[src/rtl/cdb_pkg.sv]
// cdb_pkg: shared result-bus entry type and grant encodings for CDB producers/consumers
package cdb_pkg;
  localparam int TAG_W = 6;
  localparam int DATA_W = 32;
  localparam logic GRANT_ALU = 1'b0;
  localparam logic GRANT_LSQ = 1'b1;
  typedef struct packed {
    logic [TAG_W-1:0]  map;
    logic [DATA_W-1:0] val;
    logic [31:0]       instr_num;
  } cdb_entry_t;
endpackage

[src/rtl/cdb_fifo.sv]
// cdb_fifo: DEPTH-entry circular buffer of cdb_entry_t holding ALU results that lost the bus
//   CLK/RESET  clock, async active-low reset (pointers and count only; storage is not cleared)
//   push_i     write din_i at the tail (caller guarantees not full unless popping)
//   pop_i      drop the head entry (caller guarantees count_o > 0)
//   head_o     oldest entry; count_o  occupancy 0..DEPTH
module cdb_fifo
  import cdb_pkg::*;
#(
  parameter int DEPTH = 4,
  localparam int PW = $clog2(DEPTH)
) (
  input  logic        CLK,
  input  logic        RESET,
  input  logic        push_i,
  input  logic        pop_i,
  input  cdb_entry_t  din_i,
  output cdb_entry_t  head_o,
  output logic [PW:0] count_o
);
  cdb_entry_t mem_q [DEPTH];
  logic [PW-1:0] rd_q, wr_q;
  logic [PW:0] cnt_q;
  always_ff @(posedge CLK or negedge RESET) begin
    if (!RESET) begin
      rd_q  <= '0;
      wr_q  <= '0;
      cnt_q <= '0;
    end else begin
      if (push_i) wr_q <= wr_q + 1'b1;
      if (pop_i) rd_q <= rd_q + 1'b1;
      cnt_q <= cnt_q + (PW+1)'(push_i) - (PW+1)'(pop_i);
    end
  end
  always_ff @(posedge CLK) begin
    if (push_i) mem_q[wr_q] <= din_i;
  end
  assign head_o  = mem_q[rd_q];
  assign count_o = cnt_q;
endmodule

[src/rtl/cdb_arbiter.sv]
// cdb_arbiter: shares the result-broadcast bus between the non-stallable ALU path and the LSQ
//   CLK/RESET                 clock, async active-low reset
//   alu_valid/map/val/instr   EXE result, buffered when it cannot be broadcast this cycle
//   lsq_valid/map/val/instr   completed load; lsq_ready (combinational) consumes it this edge
//   broadcast_*               registered bus; complete_flag_rob mirrors broadcast_flag
//   alu_almost_full           registered, FIFO occupancy >= DEPTH-1, throttles issue
//   overflow_err              sticky, an ALU result was dropped
module cdb_arbiter
  import cdb_pkg::*;
#(
  parameter int DEPTH = 4
) (
  input  logic              CLK,
  input  logic              RESET,
  input  logic              alu_valid,
  input  logic [TAG_W-1:0]  alu_map,
  input  logic [DATA_W-1:0] alu_val,
  input  logic [31:0]       alu_instr_num,
  input  logic              lsq_valid,
  input  logic [TAG_W-1:0]  lsq_map,
  input  logic [DATA_W-1:0] lsq_val,
  input  logic [31:0]       lsq_instr_num,
  output logic              lsq_ready,
  output logic              broadcast_flag,
  output logic [TAG_W-1:0]  broadcast_Map,
  output logic [DATA_W-1:0] broadcast_val,
  output logic [31:0]       broadcast_instr_num,
  output logic              complete_flag_rob,
  output logic              alu_almost_full,
  output logic              overflow_err
);
  localparam int PW = $clog2(DEPTH);
  cdb_entry_t alu_in, lsq_in, head, alu_cand, win, bus_q;
  logic [PW:0] count, count_d;
  logic full, alu_cand_v, grant_alu, grant_lsq, push, pop, drop, push_ok;
  logic last_grant_q, flag_q, almost_full_q, overflow_q;
  assign alu_in     = '{map: alu_map, val: alu_val, instr_num: alu_instr_num};
  assign lsq_in     = '{map: lsq_map, val: lsq_val, instr_num: lsq_instr_num};
  assign full       = count == (PW+1)'(DEPTH);
  // A non-empty FIFO always presents its head so ALU results stay in order.
  assign alu_cand_v = alu_valid || count != '0;
  assign alu_cand   = count != '0 ? head : alu_in;
  // A full FIFO forces the ALU side so the next EXE result always has room.
  assign grant_alu  = alu_cand_v && (full || !lsq_valid || last_grant_q == GRANT_LSQ);
  assign grant_lsq  = lsq_valid && !grant_alu;
  assign lsq_ready  = grant_lsq;
  // The incoming result is buffered unless it was the one that went straight to the bus.
  assign push       = alu_valid && !(grant_alu && count == '0);
  assign pop        = grant_alu && count != '0;
  assign drop       = push && full && !pop;
  assign push_ok    = push && !drop;
  assign count_d    = count + (PW+1)'(push_ok) - (PW+1)'(pop);
  assign win        = grant_alu ? alu_cand : lsq_in;
  cdb_fifo #(.DEPTH(DEPTH)) u_fifo (
    .CLK(CLK), .RESET(RESET), .push_i(push_ok), .pop_i(pop),
    .din_i(alu_in), .head_o(head), .count_o(count)
  );
  always_ff @(posedge CLK or negedge RESET) begin
    if (!RESET) begin
      last_grant_q  <= GRANT_LSQ;
      flag_q        <= 1'b0;
      bus_q         <= '0;
      almost_full_q <= 1'b0;
      overflow_q    <= 1'b0;
    end else begin
      if (alu_cand_v && lsq_valid) last_grant_q <= grant_alu ? GRANT_ALU : GRANT_LSQ;
      flag_q <= grant_alu || grant_lsq;
      if (grant_alu || grant_lsq) bus_q <= win;
      almost_full_q <= count_d >= (PW+1)'(DEPTH-1);
      if (drop) overflow_q <= 1'b1;
    end
  end
  assign broadcast_flag      = flag_q;
  assign complete_flag_rob   = flag_q;
  assign broadcast_Map       = bus_q.map;
  assign broadcast_val       = bus_q.val;
  assign broadcast_instr_num = bus_q.instr_num;
  assign alu_almost_full     = almost_full_q;
  assign overflow_err        = overflow_q;
endmodule
[config.mk]
export PLATFORM = sky130hd
export DESIGN_NAME = cdb_arbiter
export DESIGN_NICKNAME = d
export VERILOG_FILES = /design/src/rtl/cdb_pkg.sv /design/src/rtl/cdb_fifo.sv /design/src/rtl/cdb_arbiter.sv
export SDC_FILE = /design/constraint.sdc
export NUM_CORES = 1
export LEC_CHECK = 0
export ABC_AREA = 1
export BUFFER_PORTS_ARGS = -buffer_cell sky130_fd_sc_hd__buf_4
export CORE_MARGIN = 2
export CORE_UTILIZATION = 58
export CTS_CLUSTER_DIAMETER = 200
export DETAILED_ROUTE_END_ITERATION = 10
export PLACE_DENSITY = 0.78
export SYNTH_ARGS = -nofsm -noshare
export SYNTH_HDL_FRONTEND = slang
export SYNTH_SLANG_ARGS = --single-unit
[constraint.sdc]
create_clock -name CLK -period 5.19 [get_ports CLK]
set_input_delay 0.519 -clock CLK [delete_from_list [all_inputs] [get_ports CLK]]
set_output_delay 0.519 -clock CLK [all_outputs]
set_load 0.02 [all_outputs]
======== After elaboration in Yosys (flattened, before gate mapping) ========
Memory sizes are Yosys's and may differ from the RTL's.
Index checks and enable logic that the tools add are counted.
storage, ports and cells
  bits in registers ....................... 81
  bits in latches ......................... 0
  memory bits (writable) .................. 280
  memory bits (read-only) ................. 0
  memories kept ........................... 1
operators by class
  add/subtract/negate cells ............... 4
  multiply operators ...................... 0
  divide/modulo/power cells ............... 0
  $lt $le $gt $ge ......................... 1
  equal/unequal tests ..................... 1
  shifts and indexed selects .............. 0
  multiplexer cells ....................... 5
  bitwise gates (word level) .............. 0
  reductions and logical operators ........ 20
memory list
  memory        words  width  rd ports  clocked after Yosys merged registers in  write ports  RTL line        source
  u_fifo.mem_q  4      70     1         0                                        1            cdb_fifo.sv:20  cdb_entry_t mem_q [DEPTH];
operators with widths
  kind                 number
  $mux 70              2
  $logic_and 1x1->1    9
  $logic_not 1->1      5
  $add 2x1->2 const B  2
  $logic_or 1x1->1     4
  $add 3x1->3          1
  $eq 3x3->1 const B   1
  $ge 3x2->1 const B   1
  $logic_not 3->1      1
  $mux 1               3
  $reduce_bool 3->1    1
  $sub 3x1->3          1

======== Logic depth before layout (Yosys ltp) ========
  depth after elaboration ................. 14
  mapped depth ............................ 14
  depth with buffers taken out ............ 14

======== Modules after synthesis ========
From an unflattened synthesis, not the netlist that was laid out.
unflattened totals
  cell total of the unflattened synthesis .. 1,927
  area total of the unflattened synthesis .. 16,913.7 sq um
by module, submodules not included
  module       instances  cells an instance  area an instance (sq um)  seq. area each (sq um)
  cdb_fifo     1          1,141              12,171.7                  8,583.2
  cdb_arbiter  1          786                4,742.0                   1,853.0

======== Worst setup path after synthesis ========
Ideal clock, no wire load.
  path kind ............................... input to register
  start ................................... input alu_valid
  end ..................................... memory u_fifo.mem_q[0][0] (netlist bit), enable pin
  arrival ................................. 4.218 ns
  slack ................................... 0.474 ns
  stages .................................. 7
  path buffers ............................ 1
  cells stage by stage .................... clkbuf_1 -> nand3b_1 -> nand2_2 -> inv_1 -> nand2_1 -> nand2_1 -> nor2_1
on the way
  longest elaborated chain between the ends .. 11
  elaborated cells between the ends (all ways) .. 13
  those cells by class .................... 2 x mux; 11 x reduce/logical
ends and longest elaborated chain
  item                              RTL line           source
  start: declaration                cdb_arbiter.sv:15  input logic alu_valid,
  $logic_or 1x1->1                  cdb_arbiter.sv:41  assign alu_cand_v = alu_valid || count != '0;
  $logic_and 1x1->1                 cdb_arbiter.sv:44  assign grant_alu = alu_cand_v && (full || !lsq_valid || last_grant_q == GRANT_LSQ);
  $logic_and 1x1->1                 cdb_arbiter.sv:48  assign push = alu_valid && !(grant_alu && count == '0);
  $logic_not 1->1                   cdb_arbiter.sv:48
  $logic_and 1x1->1                 cdb_arbiter.sv:48
  $logic_and 1x1->1 (2 in series)   cdb_arbiter.sv:50  assign drop = push && full && !pop;
  $logic_not 1->1                   cdb_arbiter.sv:51  assign push_ok = push && !drop;
  $logic_and 1x1->1 (*)             cdb_arbiter.sv:51
  $mux 1 (*)                        cdb_fifo.sv:35     if (push_i) mem_q[wr_q] <= din_i;
  $mux 1 (implied by the code) (*)  cdb_fifo.sv:35
  end: declaration                  cdb_fifo.sv:20
Every way passes the cells marked *; elsewhere a longest branch is shown, timed or not.

======== Worst setup path after layout ========
  start ................................... register u_fifo.rd_q[0]
  end ..................................... register bus_q, in the netlist broadcast_val[22]
on the way
  longest elaborated chain between the ends .. 3
ends and longest elaborated chain
  item                      RTL line           source
  start: declaration        cdb_fifo.sv:21     logic [PW-1:0] rd_q, wr_q;
  start signal: assignment  cdb_fifo.sv:30     if (pop_i) rd_q <= rd_q + 1'b1;
  $mem_v2 4x70              -
  $mux 70                   cdb_arbiter.sv:42  assign alu_cand = count != '0 ? head : alu_in;
  $mux 70                   cdb_arbiter.sv:53  assign win = grant_alu ? alu_cand : lsq_in;
  end signal: assignment    cdb_arbiter.sv:68  if (grant_alu || grant_lsq) bus_q <= win;
  end: declaration          cdb_arbiter.sv:33  cdb_entry_t alu_in, lsq_in, head, alu_cand, win, bus_q;
No other way between the ends.
A chain may end at the register's enable or synchronous reset.

==> impl_metrics.py <==
metrics = {
    "global_route": {
        "grt_max_degree": 104,
        "grt_usage_pct": 26.0,
        "grt_pass1_vias": 11842,
        "antenna_found_initial": 0,
        "grt_pass1_wl_mm": 59.2,
        "overflow": 0,
    },
    "worst_hold_path": {
        "hold_path.class": "primary input to flip-flop",
    },
    "yosys": {
        "ys.flop_type": "edfxtp_1",
        "synth_top_area_share_pct": 52.8,
        "synth_cell_types": 25,
        "avgSynthCellArea_sq_um": 9.33,
        "netlist_area_sq_mm": 0.0159,
        "synth_edf_count": 280,
        "yosysTopAreaCell": "edfxtp_1",
        "synth_cells": 1707,
        "ys_seq_elements": 361,
        "async_reset_ff_share_pct": 22.4,
        "synth.most_common_cell": "nand2_1",
        "synth_common_cells": "nand2_1, edfxtp_1, nor2_1",
        "syn_nets": 1858,
        "synthTopCellsByArea": "edfxtp_1, nand2_1, dfrtp_1",
        "yosysWarnings": 0,
        "yosysSeqAreaShare_pct": 65.5,
    },
    "floorplanning": {
        "die_h_microns": 170,
        "die_x_microns": 170,
        "start_util_pct": 59.1,
        "die_area_sq_mm": 0.0288,
        "placementRows": 60,
        "io_pins": 219,
        "coreArea_sq_mm": 0.0270,
    },
    "layout": {
        "post-route-util_pct": 70.2,
        "antenna_cells": 0,
        "regArea_sq_mm": 0.0104,
        "multi_input_area_sq_mm": 0.00487,
        "areaGrowthSynthToFinish_pct": 18.8,
        "layout.nets": 2035,
        "drive_above_1_share_pct": 15.9,
        "final_area_sq_mm": 0.0189,
        "fill_cells": 1975,
    },
    "sta": {
        "fmax_ghz": 0.333,
        "relSlewSlack_pct": 27.4,
        "finalMaxSlewViolations": 0,
        "hold_viol": 0,
        "rsz0062_at_grt": "no",
        "setup_slack_ns": 2.18,
        "fin_crit_ns": 3.01,
        "finalSetupViolCount": 0,
        "tightest_slew_ns": 1.09,
        "tns_ns": 0,
        "clock_skew_ns": 0.0120,
        "fin_crit_sh_pct": 57.9,
    },
    "power": {
        "powerDensity_mw_per_mm2": 599,
        "leakagePower_nw": 8.87,
        "irDropWorstVdd_v": 0.000492,
        "power.total_mw": 11.3,
    },
    "clock_network": {
        "ctsResizeCount": 0,
        "path_clk_slew_ns": 0.06,
        "cts-buffers-inserted": 37,
        "clockBufferDepth": 3,
        "clkLatencyLatePin_ns": 0.51,
        "cts_tree": "done",
        "cts.htree.levels": 2,
        "cts_sinks": 361,
        "clockRootBuffer": "clkbuf_16",
    },
    "placed_design": {
        "hpwl_mm": 20.7,
        "dpl-instance-area_sq_mm": 0.0177,
        "place_ws_ns": 1.81,
        "gp_congestion": 0.756,
        "port_buffers": 218,
    },
    "detailed_routing": {
        "viasPerCell": 5.37,
        "dr.pass1.iters": 7,
        "drc": 0,
        "wl_per_cell_microns": 16.5,
        "drtIter0Drc": 915,
        "postRouteAntennaNets": 0,
        "routed_wirelength_mm": 37.1,
        "num_vias": 12091,
    },
    "critical_path": {
        "crit_required_ns": 5.63,
        "critPathCaptureType": "flip-flop",
        "crit_arrival_ns": 3.45,
        "crit_type": "flip-flop to flip-flop",
        "worst-path-max-fanout": 103,
        "critPathLaunchType": "flip-flop",
    },
    "run_status": {
        "status": "finished, final reports clean",
    },
    "job": {
        "maxCapViolCount": 0,
    },
}
[path summary, 6_finish.rpt]
check	from	end	slack, ns	cells past startpoint
setup / recovery	u_fifo.rd_q[0]	broadcast_val[22]	2.18	10
min in group asynchronous	RESET	broadcast_val[24]	0.43	2
setup reg to reg	u_fifo.rd_q[0]	broadcast_val[22]	2.18	10
max in group asynchronous	RESET	u_fifo.rd_q[0]	3.43	3
hold reg to reg	overflow_err	overflow_err	0.38	0
hold / removal	alu_map[0]	u_fifo.mem_q[0][64]	0.22	1
[metrics by stage]
| stage | hold slack (ns) | std cells |
|---|---|---|
| finish | 0.217 | 2250 |
| global placement | 0.366 | 2185 |
| global route | 0.207 | 2250 |
| detailed placement | 0.377 | 2185 |
| CTS | 0.203 | 2250 |
| floorplan | 0.223 | 1707 |
[registers in the layout, indices dropped and copies added (netlist names), 2 cells and up]
name,count
broadcast_val,32
u_fifo.count_o,3
broadcast_Map,6
u_fifo.mem_q,280
u_fifo.wr_q,2
broadcast_instr_num,32
u_fifo.rd_q,2
[critical path, cell delays in order, from the launching register on]
cell	delay [ns]
dfrtp_4	0.81
inv_4	0.93
buf_4	0.52
nand2_1	0.09
nand2_1	0.07
nand2_1	0.06
nand2_1	0.10
nand2_1	0.06
nand2_1	0.11
nor2_1	0.05
nor2_1	0.09
[power breakdown]
group	internal [mW]	switching, mW
Clock	1.54	1.05
Combinational	1.43	3.01
Sequential	3.94	0.377
Total	6.90	4.43
[layout by cell type (no fill, tap or decap)]
cell type,synthesis,routed
buf_12,0,3
dfrtp_4,0,1
clkinv_2,0,4
clkbuf_1,38,12
bufinv_16,0,3
a21oi_4,1,1
clkinv_1,1,1
dfrtp_1,80,78
nor2_2,2,1
o21ai_0,1,1
dfrtp_2,0,1
inv_1,48,48
fa_1,1,1
clkinv_4,0,1
nand3_1,34,34
nand2_1,908,908
nor2_4,0,5
edfxtp_1,280,280
buf_4,7,232
nand2_2,2,2
xor2_1,3,3
nor2_1,165,161
inv_4,0,1
dlygate4sd3_1,0,1
ha_1,6,6
nand4_1,70,70
clkinvlp_4,0,1
dfstp_2,1,1
xnor2_1,1,1
inv_2,3,3
clkbuf_16,0,37
nand2_4,1,1
clkbuf_8,0,5
nand3b_1,1,1
[cells by family after synthesis]
kind of cell    share of synthesized area, %
flops                                   65.5
xor+xnor                               0.220
fa+ha+maj                              0.597
simple gates                            29.4
buf+inv                                 4.13
compound gates                         0.134
[timing repair]
item,4_1_cts,5_1_grt
setup endpoints to repair,0,0
setup buffers,0,0
hold endpoints to repair,18,0
hold buffers,1,0
[area by class of cell]
class	instances	area share (%)
Tap cell	341	2.26
Clock buffer	54	5.50
Timing Repair Buffer	236	9.58
Sequential cell	361	55.2
Clock inverter	10	0.688
Inverter	52	1.05
Multi-Input combinational cell	1196	25.7
[per-layer routing]
layer / track usage, % / up-vias / share of wire [%]
li1: - / 5835 / -
met1: 34.0 / 5683 / 40
met2: 44.9 / 503 / 50
met3: 4.01 / 70 / 7.6
met4: 8.70 / 0 / 2.3
met5: 0 / - / 0
No activity file was read; power rests on OpenSTA's default activity.
